$ cat src/rtl/ldpc_pkg.sv
// rtl/ldpc_pkg.sv - shared LDPC constants and rotate helpers
package ldpc_pkg;

    localparam int LDPC_Z       = 360;
    localparam int LDPC_SHIFT_W = 9;
    localparam int ROTR_MAX_W   = 512;
    localparam int ROTR_IDX_W   = $clog2(ROTR_MAX_W);

    function automatic int popcount(input logic [31:0] v);
        int n;
        n = 0;
        for (int i = 0; i < 32; i++) begin
            n += int'(v[i]);
        end
        return n;
    endfunction

    // Right rotate of the low w bits of d by amt; bits at and above w read as zero.
    function automatic logic [ROTR_MAX_W-1:0] rotr(input logic [ROTR_MAX_W-1:0] d,
                                                   input int amt, input int w);
        logic [ROTR_MAX_W-1:0] r;
        r = '0;
        for (int j = 0; j < ROTR_MAX_W; j++) begin
            if (j < w) begin
                r[ROTR_IDX_W'(j)] = d[ROTR_IDX_W'((j + amt) % w)];
            end
        end
        return r;
    endfunction

endpackage

$ cat src/rtl/ldpc_cyclic_shift_stage.sv
// rtl/ldpc_cyclic_shift_stage.sv - one conditional rotate-right stage, optionally registered
module ldpc_cyclic_shift_stage
    import ldpc_pkg::*;
#(
    parameter int WIDTH           = LDPC_Z,
    parameter int TAG_WIDTH       = 16,
    parameter int SHIFT_VAL_WIDTH = LDPC_SHIFT_W,
    parameter int AMOUNT          = 1,
    parameter int REG             = 0
) (
    input  logic                       clk,
    input  logic                       rst_n,
    input  logic                       en,
    input  logic                       up_valid,
    input  logic [WIDTH-1:0]           up_data,
    input  logic [TAG_WIDTH-1:0]       up_tag,
    input  logic [SHIFT_VAL_WIDTH-1:0] up_shift,
    output logic                       dn_valid,
    output logic [WIDTH-1:0]           dn_data,
    output logic [TAG_WIDTH-1:0]       dn_tag,
    output logic [SHIFT_VAL_WIDTH-1:0] dn_shift
);

    localparam int BIT = $clog2(AMOUNT);
    localparam int AMT = AMOUNT % WIDTH;

    logic [WIDTH-1:0] rot_data;

    // An amount equal to WIDTH is an identity rotate (and unreachable since e < WIDTH).
    if (AMT == 0) begin : g_nop
        assign rot_data = up_data;
    end else begin : g_rot
        assign rot_data = up_shift[BIT] ? {up_data[AMT-1:0], up_data[WIDTH-1:AMT]} : up_data;
    end

    if (REG != 0) begin : g_reg
        always_ff @(posedge clk or negedge rst_n) begin
            if (!rst_n) begin
                dn_valid <= 1'b0;
                dn_data  <= '0;
                dn_tag   <= '0;
                dn_shift <= '0;
            end else if (en) begin
                dn_valid <= up_valid;
                dn_data  <= rot_data;
                dn_tag   <= up_tag;
                dn_shift <= up_shift;
            end
        end
    end else begin : g_comb
        logic unused_ctl;
        assign unused_ctl = ^{clk, rst_n, en};
        assign dn_valid   = up_valid;
        assign dn_data    = rot_data;
        assign dn_tag     = up_tag;
        assign dn_shift   = up_shift;
    end

endmodule

$ cat src/rtl/ldpc_cyclic_shift_pipe.sv
// rtl/ldpc_cyclic_shift_pipe.sv - pipelined cyclic rotator with valid/ready, direction and tag
module ldpc_cyclic_shift_pipe
    import ldpc_pkg::*;
#(
    parameter int          WIDTH           = LDPC_Z,
    parameter int          SHIFT_VAL_WIDTH = LDPC_SHIFT_W,
    parameter logic [31:0] REG_EN          = 32'h124,
    parameter int          TAG_WIDTH       = 16
) (
    input  logic                       clk,
    input  logic                       rst_n,
    input  logic                       in_valid,
    output logic                       in_ready,
    input  logic [WIDTH-1:0]           in_data,
    input  logic [SHIFT_VAL_WIDTH-1:0] in_shift,
    input  logic                       in_dir,
    input  logic [TAG_WIDTH-1:0]       in_tag,
    output logic                       out_valid,
    input  logic                       out_ready,
    output logic [WIDTH-1:0]           out_data,
    output logic [TAG_WIDTH-1:0]       out_tag
);

    localparam int          SW       = SHIFT_VAL_WIDTH;
    localparam logic [31:0] REG_MASK = REG_EN & ((32'd1 << SW) - 32'd1);
    localparam int          L        = popcount(REG_MASK);
    localparam logic [SW:0] W_EXT    = (SW + 1)'(WIDTH);

    if (WIDTH > (1 << SW) || (1 << SW) > 2 * WIDTH) begin : g_bad_param
        $error("ldpc_cyclic_shift_pipe: need WIDTH <= 2**SHIFT_VAL_WIDTH <= 2*WIDTH");
    end

    logic [SW:0]   s_ext;
    logic [SW:0]   s_red;
    logic [SW:0]   e_ext;
    logic [SW-1:0] e;
    logic          en;
    logic          unused_e_msb;
    logic          unused_shift;

    // One conditional subtract suffices because in_shift < 2*WIDTH; left becomes WIDTH - s_r.
    always_comb begin
        s_ext = {1'b0, in_shift};
        s_red = (s_ext >= W_EXT) ? (s_ext - W_EXT) : s_ext;
        e_ext = s_red;
        if (in_dir && (s_red != '0)) begin
            e_ext = W_EXT - s_red;
        end
    end

    assign e            = e_ext[SW-1:0];
    assign unused_e_msb = e_ext[SW];

    for (genvar i = 0; i < SW; i++) begin : g_stage
        logic                 src_valid;
        logic [WIDTH-1:0]     src_data;
        logic [TAG_WIDTH-1:0] src_tag;
        logic [SW-1:0]        src_shift;
        logic                 stage_valid;
        logic [WIDTH-1:0]     stage_data;
        logic [TAG_WIDTH-1:0] stage_tag;
        logic [SW-1:0]        stage_shift;

        if (i == 0) begin : g_head
            assign src_valid = in_valid;
            assign src_data  = in_data;
            assign src_tag   = in_tag;
            assign src_shift = e;
        end else begin : g_link
            assign src_valid = g_stage[i-1].stage_valid;
            assign src_data  = g_stage[i-1].stage_data;
            assign src_tag   = g_stage[i-1].stage_tag;
            assign src_shift = g_stage[i-1].stage_shift;
        end

        ldpc_cyclic_shift_stage #(
            .WIDTH          (WIDTH),
            .TAG_WIDTH      (TAG_WIDTH),
            .SHIFT_VAL_WIDTH(SW),
            .AMOUNT         (1 << i),
            .REG            (int'((REG_MASK >> i) & 32'd1))
        ) u_stage (
            .clk     (clk),
            .rst_n   (rst_n),
            .en      (en),
            .up_valid(src_valid),
            .up_data (src_data),
            .up_tag  (src_tag),
            .up_shift(src_shift),
            .dn_valid(stage_valid),
            .dn_data (stage_data),
            .dn_tag  (stage_tag),
            .dn_shift(stage_shift)
        );
    end

    assign out_valid    = g_stage[SW-1].stage_valid;
    assign out_data     = g_stage[SW-1].stage_data;
    assign out_tag      = g_stage[SW-1].stage_tag;
    assign unused_shift = ^g_stage[SW-1].stage_shift;

    // Whole pipe advances together; a held output freezes every register.
    assign en = out_ready | ~out_valid;

    if (L == 0) begin : g_ready_comb
        assign in_ready = out_ready;
    end else begin : g_ready_pipe
        assign in_ready = en;
    end

endmodule

$ cat config.mk
export PLATFORM = sky130hd
export DESIGN_NAME = ldpc_cyclic_shift_pipe
export DESIGN_NICKNAME = d
export VERILOG_FILES = /design/src/rtl/ldpc_pkg.sv /design/src/rtl/ldpc_cyclic_shift_stage.sv /design/src/rtl/ldpc_cyclic_shift_pipe.sv
export SDC_FILE = /design/constraint.sdc
export NUM_CORES = 2
export LEC_CHECK = 0
export ABC_CLOCK_PERIOD_IN_PS = 7100
export CORE_ASPECT_RATIO = 2
export CORE_MARGIN = 4
export CORE_UTILIZATION = 30
export DETAILED_ROUTE_END_ITERATION = 10
export SKIP_LAST_GASP = 1
export SYNTH_ARGS = -nofsm -noshare
export SYNTH_HDL_FRONTEND = slang
export SYNTH_SLANG_ARGS = --single-unit
$ cat constraint.sdc
create_clock -name clk -period 7.1 [get_ports clk]
set_input_delay 0.71 -clock clk [delete_from_list [all_inputs] [get_ports clk]]
set_output_delay 0.71 -clock clk [all_outputs]
set_load 0.01 [all_outputs]
======== Word level (Yosys, flattened, before mapping) ========
Index checks and enable logic that the tools add are counted.
operators by class
  bitwise operators ....................... 2
  multiplexer cells ....................... 11
  add/subtract/negate cells ............... 2
  order comparisons ....................... 1
  reductions and logical operators ........ 2
operators with widths
  cell                    number
  $mux W360               9
  $mux W10                1
  $reduce_bool A10 Y1     1
  $sub A9 B9 Y10 const B  1
  $ge A9 B9 Y1 const B    1
  $mux W9                 1
  $sub A9 B9 Y9 const A   1
  $logic_and A1 B1 Y1     1
  $not A1 Y1              1
  $or A1 B1 Y1            1
storage, ports and cells
  word-level logic and storage cells ...... 29
  input bits .............................. 390
  bits in registers ....................... 1149

======== Longest topological paths before layout ========
  word-level depth ........................ 8
  gate-level depth with buffers ........... 14

======== Hierarchy ========
A second synthesis with hierarchy kept.
second synthesis, totals
  cell total of the unflattened synthesis .. 7459
  area, all modules ....................... 80993.9 µm²
modules (own cells, without submodules)
  module                                            cells an instance  times used  seq. area each (µm²)  area an instance (µm²)
  ldpc_cyclic_shift_stage (g_stage[2].u_stage ...)  1615               3           9659.3                17524.3
  ldpc_cyclic_shift_stage (g_stage[0].u_stage ...)  426                6           0.0                   4662.0
  ldpc_cyclic_shift_pipe                            58                 1           0.0                   449.2

======== Worst setup path before layout ========
No wires, ideal clock.
  kind .................................... in2reg
  start point ............................. input in_shift[0]
  end point ............................... register g_stage[2].u_stage.dn_data[319]
  data arrival time ....................... 3698 ps
  cell stages on the path ................. 14
  data required time ...................... 6974 ps
  setup time .............................. 126 ps
  path slack .............................. 3276 ps
  cells stage by stage .................... inv_2 clkbuf_1 buf_1 ha_1 clkbuf_1 clkbuf_1 buf_1 mux2i_1 nor2_1 o41ai_1 o211ai_1 mux2i_1 nor2_1 a221o_1
on the way
  longest elaborated chain between the ends .. 8
  elaborated cells on any way between the ends .. 10
  classes of those cells .................. add/sub: 2; order compare: 1; mux: 5; reduce/logical: 2
RTL lines
  item                                                                   RTL line                       RTL
  from (decl)                                                            ldpc_cyclic_shift_pipe.sv:15   input logic [SHIFT_VAL_WIDTH-1:0] in_shift,
  $sub A9 B9 Y10 / $ge A9 B9 Y1 (equally long branches)                  ldpc_cyclic_shift_pipe.sv:44   s_red = (s_ext >= W_EXT) ? (s_ext - W_EXT) : s_ext;
  $mux W10 (*)                                                           ldpc_cyclic_shift_pipe.sv:44
  parallel branches: the longest is 2 deep, another holds $sub A9 B9 Y9  n/a
  $mux W9 (*)                                                            ldpc_cyclic_shift_pipe.sv:46   if (in_dir && (s_red != '0)) begin
  $mux W360 (2 in series)                                                ldpc_cyclic_shift_stage.sv:33  assign rot_data = up_shift[BIT] ? {up_data[AMT-1:0], up_data[WIDTH-1:AMT]} : up_data;
  $mux W360 (*)                                                          ldpc_cyclic_shift_stage.sv:33
  to (signal assigned)                                                   ldpc_cyclic_shift_stage.sv:45  dn_data <= rot_data;
  to (decl)                                                              ldpc_cyclic_shift_stage.sv:19  output logic [WIDTH-1:0] dn_data,
Every way passes the cells marked *.
A chain may end at the register's enable or synchronous reset.

======== Final worst setup path ========
  start point ............................. input in_shift[0]
  end point ............................... register g_stage[2].u_stage.dn_data[148]
The elaborated chain is that of the path after synthesis.

==> flow_metrics.tcl <==
set metrics [dict create \
    outcome "complete, no violations" \
    finalWirelength_um 493300 \
    yosys_warnings 0 \
    total_power_mw 51.09 \
    synthTopCellsByCount "mux2i_1 (1436), nand2_1 (1232), dfrtp_1 (1140)" \
    cts_resized 0 \
    rsz0062_at_grt "no" \
    ir_drop_mv 0.2951 \
    tns_ns 0 \
    syn_area_um2 91030 \
    cts_tree "yes" \
    grt_util_all_layers_pct 30.36 \
    synth.ff_latch_count 1140 \
    drive_gt1_share_pct 19.58 \
    crit_required_ns 7.77 \
    final.period_utilization_pct 67.83 \
    postCtsSetupBuffers 0 \
    syn_inst 8870 \
    worstMarginPinSlew_ns 1.322 \
    via_per_inst 6.268 \
    netlist_top_cells_area "dfrtp_1 (31%), mux4_2 (18%), mux2i_1 (16%), nand2_1 (5.1%), o21ai_0 (4.5%)" \
    synth_top_cell_by_area "dfrtp_1" \
    ys_types 59 \
    skew_ns 0.07250 \
    ys_seq_area_share_pct 31.34 \
    grt_pass1_wl_um 669200 \
    place.port_buffers 767 \
    cp_max_fo 161 \
    cp-end-kind "flop" \
    start_kind "input port" \
    slew_violations 0 \
    r2r-end "g_stage[5].u_stage.dn_data[122]" \
    grt_overflow 0 \
    die_h_um 787.0 \
    drc 0 \
    cts_root_buf "clkbuf_16" \
    synth_edf_count 0 \
    syn-num-nets 9262 \
    holdCritStartpoint "g_stage[5].u_stage.dn_valid" \
    antenna_found_initial 162 \
    num_vias 82618 \
    h-tree-depth 3 \
    cts_buffers 104 \
    maxCapViolations 0 \
    async_flop_share_pct 100.0 \
    hold_viol_final 0 \
    hold_depth 1 \
    path_clk_slew_ns 0.07 \
    insertion_delay_ns 0.79 \
    hold_buffers 1 \
    ff2ff_path_depth 4 \
    grt_max_degree 291 \
    routabilityCongestion 1.166 \
    fmax_mhz 207.6 \
    setup_viol 0 \
    leakage_nw 40.69 \
    r2r_slack_ns 3.36 \
    p_per_area_nw_per_um2 481.1 \
    path_class "input port to flop" \
    clock_sinks 1140 \
    arrival_ns 5.49 \
    syn2layout_area_growth_pct 16.66 \
    dieArea_um2 312900 \
    pin_count 768 \
    pre_cts_slack_ns 1.748 \
    timing.final.crit_period_ns 4.816 \
    hold_end "g_stage[8].u_stage.dn_valid" \
    timing.rr.start "g_stage[2].u_stage.dn_shift[4]" \
    finalNetCount 9342 \
    wl_per_cell_um 37.43 \
    drt_first_iter_violations 9913 \
    slew_headroom_pct 10.10 \
    grt_pass1_vias 78423 \
    synthMostInstantiatedCell "mux2i_1" \
    core_um2 301700 \
    netlist.area_leader.share_pct 31.34 \
    start_util_pct 30.18 \
    rows 285 \
    dr.pass1.iters 6 \
    syn_area_per_cell_um2 10.26 \
    synthFlopType "dfrtp_1" \
    nFillCells 30303 \
    timing.final.ws_setup_ns 2.284 \
    ant_nets 0 \
    hold_path.class "flop to flop" \
    dp_hpwl_um 396700 \
    die_w_um 397.5 \
    clock_path_buffers 3 \
]
-- report_power, final --
part	total, mW	internal [mW]	switching (mW)
Clock	6.35	3.42	2.93
Combinational	29.2	11.4	17.7
Sequential	15.6	9.37	6.22
-- worst max path at each step --
stage,startpoint,slack [ns],end
2_1_floorplan,in_shift[0],3.28,g_stage[2].u_stage.dn_data[319]
3_3_place_gp,in_shift[0],1.84,g_stage[2].u_stage.dn_data[161]
3_5_place_dp,in_shift[0],1.75,g_stage[2].u_stage.dn_data[148]
4_1_cts,in_shift[0],2.58,g_stage[2].u_stage.dn_data[148]
5_1_grt,in_shift[0],2.22,g_stage[2].u_stage.dn_data[142]
6_report,in_shift[0],2.28,g_stage[2].u_stage.dn_data[148]
-- layout by cell type, fill, tap and decap left out, types with 104 or more instances in the layout --
cell             Yosys  final
a221oi_1           355    355
a22oi_1            350    350
a31o_2             312    312
buf_4                0    151
clkbuf_16            0    104
clkdlybuf4s50_1      0    764
dfrtp_1           1140   1134
diode_2              0    125
mux2_2             333    333
mux2i_1           1436   1429
mux4_2             723    723
nand2_1           1232   1230
nor2_1             400    400
o21ai_0            815    815
o21ai_1            251    251
o221ai_1           338    338
-- per-stage QoR --
stage / area (um^2) / utilization (%) / instances / hold WS [ns]
after floorplan: 91030 / - / 8870 / 0.4144
after global placement: 102200 / 33.87 / 12861 / 0.4447
after detailed placement: 102200 / 33.87 / 12861 / 0.4462
after CTS: 105900 / 35.10 / 13055 / 0.4403
after global routing: 106000 / 35.15 / 13113 / 0.4876
final: 106200 / 35.20 / 13180 / 0.4593
-- per-layer routing --
layer	part of all wire [%]	track usage [%]	vias up
met5	0.17	0	-
met4	12	27.52	142
met3	7.4	6.851	1147
met2	47	49.48	4189
met1	34	32.68	42044
li1	-	-	35096
-- cell families (layout without fill, tap and decap cells) --
| logic type | Yosys count | count (layout) | share of synthesized area [%] |
|---|---|---|---|
| AO/OA/AOI/OAI | 2555 | 2555 | 19.59 |
| multiplexers | 2492 | 2492 | 37.80 |
| AND/OR/NAND/NOR | 1676 | 1676 | 7.034 |
| flip-flops | 1140 | 1140 | 31.34 |
| buffers and inverters | 998 | 1165 | 4.149 |
| XOR/XNOR | 7 | 7 | 0.06735 |
| adder cells (fa/ha/maj) | 2 | 2 | 0.02748 |
| other | 0 | 125 | 0 |
-- sequential cells by signal, indices dropped and copies added (netlist names) --
| register | cells |
|---|---|
| g_stage.u_stage.dn_data | 1080 |
| g_stage.u_stage.dn_tag | 48 |
| g_stage.u_stage.dn_shift | 9 |
| g_stage.u_stage.dn_valid | 3 |
-- cell type report --
| cell class | instances | area (um^2) | share of cell area (%) |
|---|---|---|---|
| multi-input combinational | 6732 | 58840 | 55.40 |
| inverter | 8 | 37.54 | 0.03535 |
| tap | 4018 | 5027 | 4.734 |
| clock buffer | 133 | 2831 | 2.666 |
| antenna | 125 | 312.8 | 0.2945 |
| sequential | 1140 | 28550 | 26.88 |
| timing repair buffer | 964 | 9737 | 9.169 |
| clock inverter | 60 | 863.3 | 0.8130 |
-- critical path, cell delays in order --
cell and delay [ns]:
clkdlybuf4s50_1 0.56, buf_4 0.33, inv_8 0.28, ha_4 0.84
nand2_1 0.27, a211oi_4 0.29, buf_12 0.28, buf_12 0.40
a221oi_1 0.21, o21ai_0 0.16, a31o_2 0.18, mux2i_1 0.12
o221ai_1 0.27
Power figures use the tool's default switching activity.
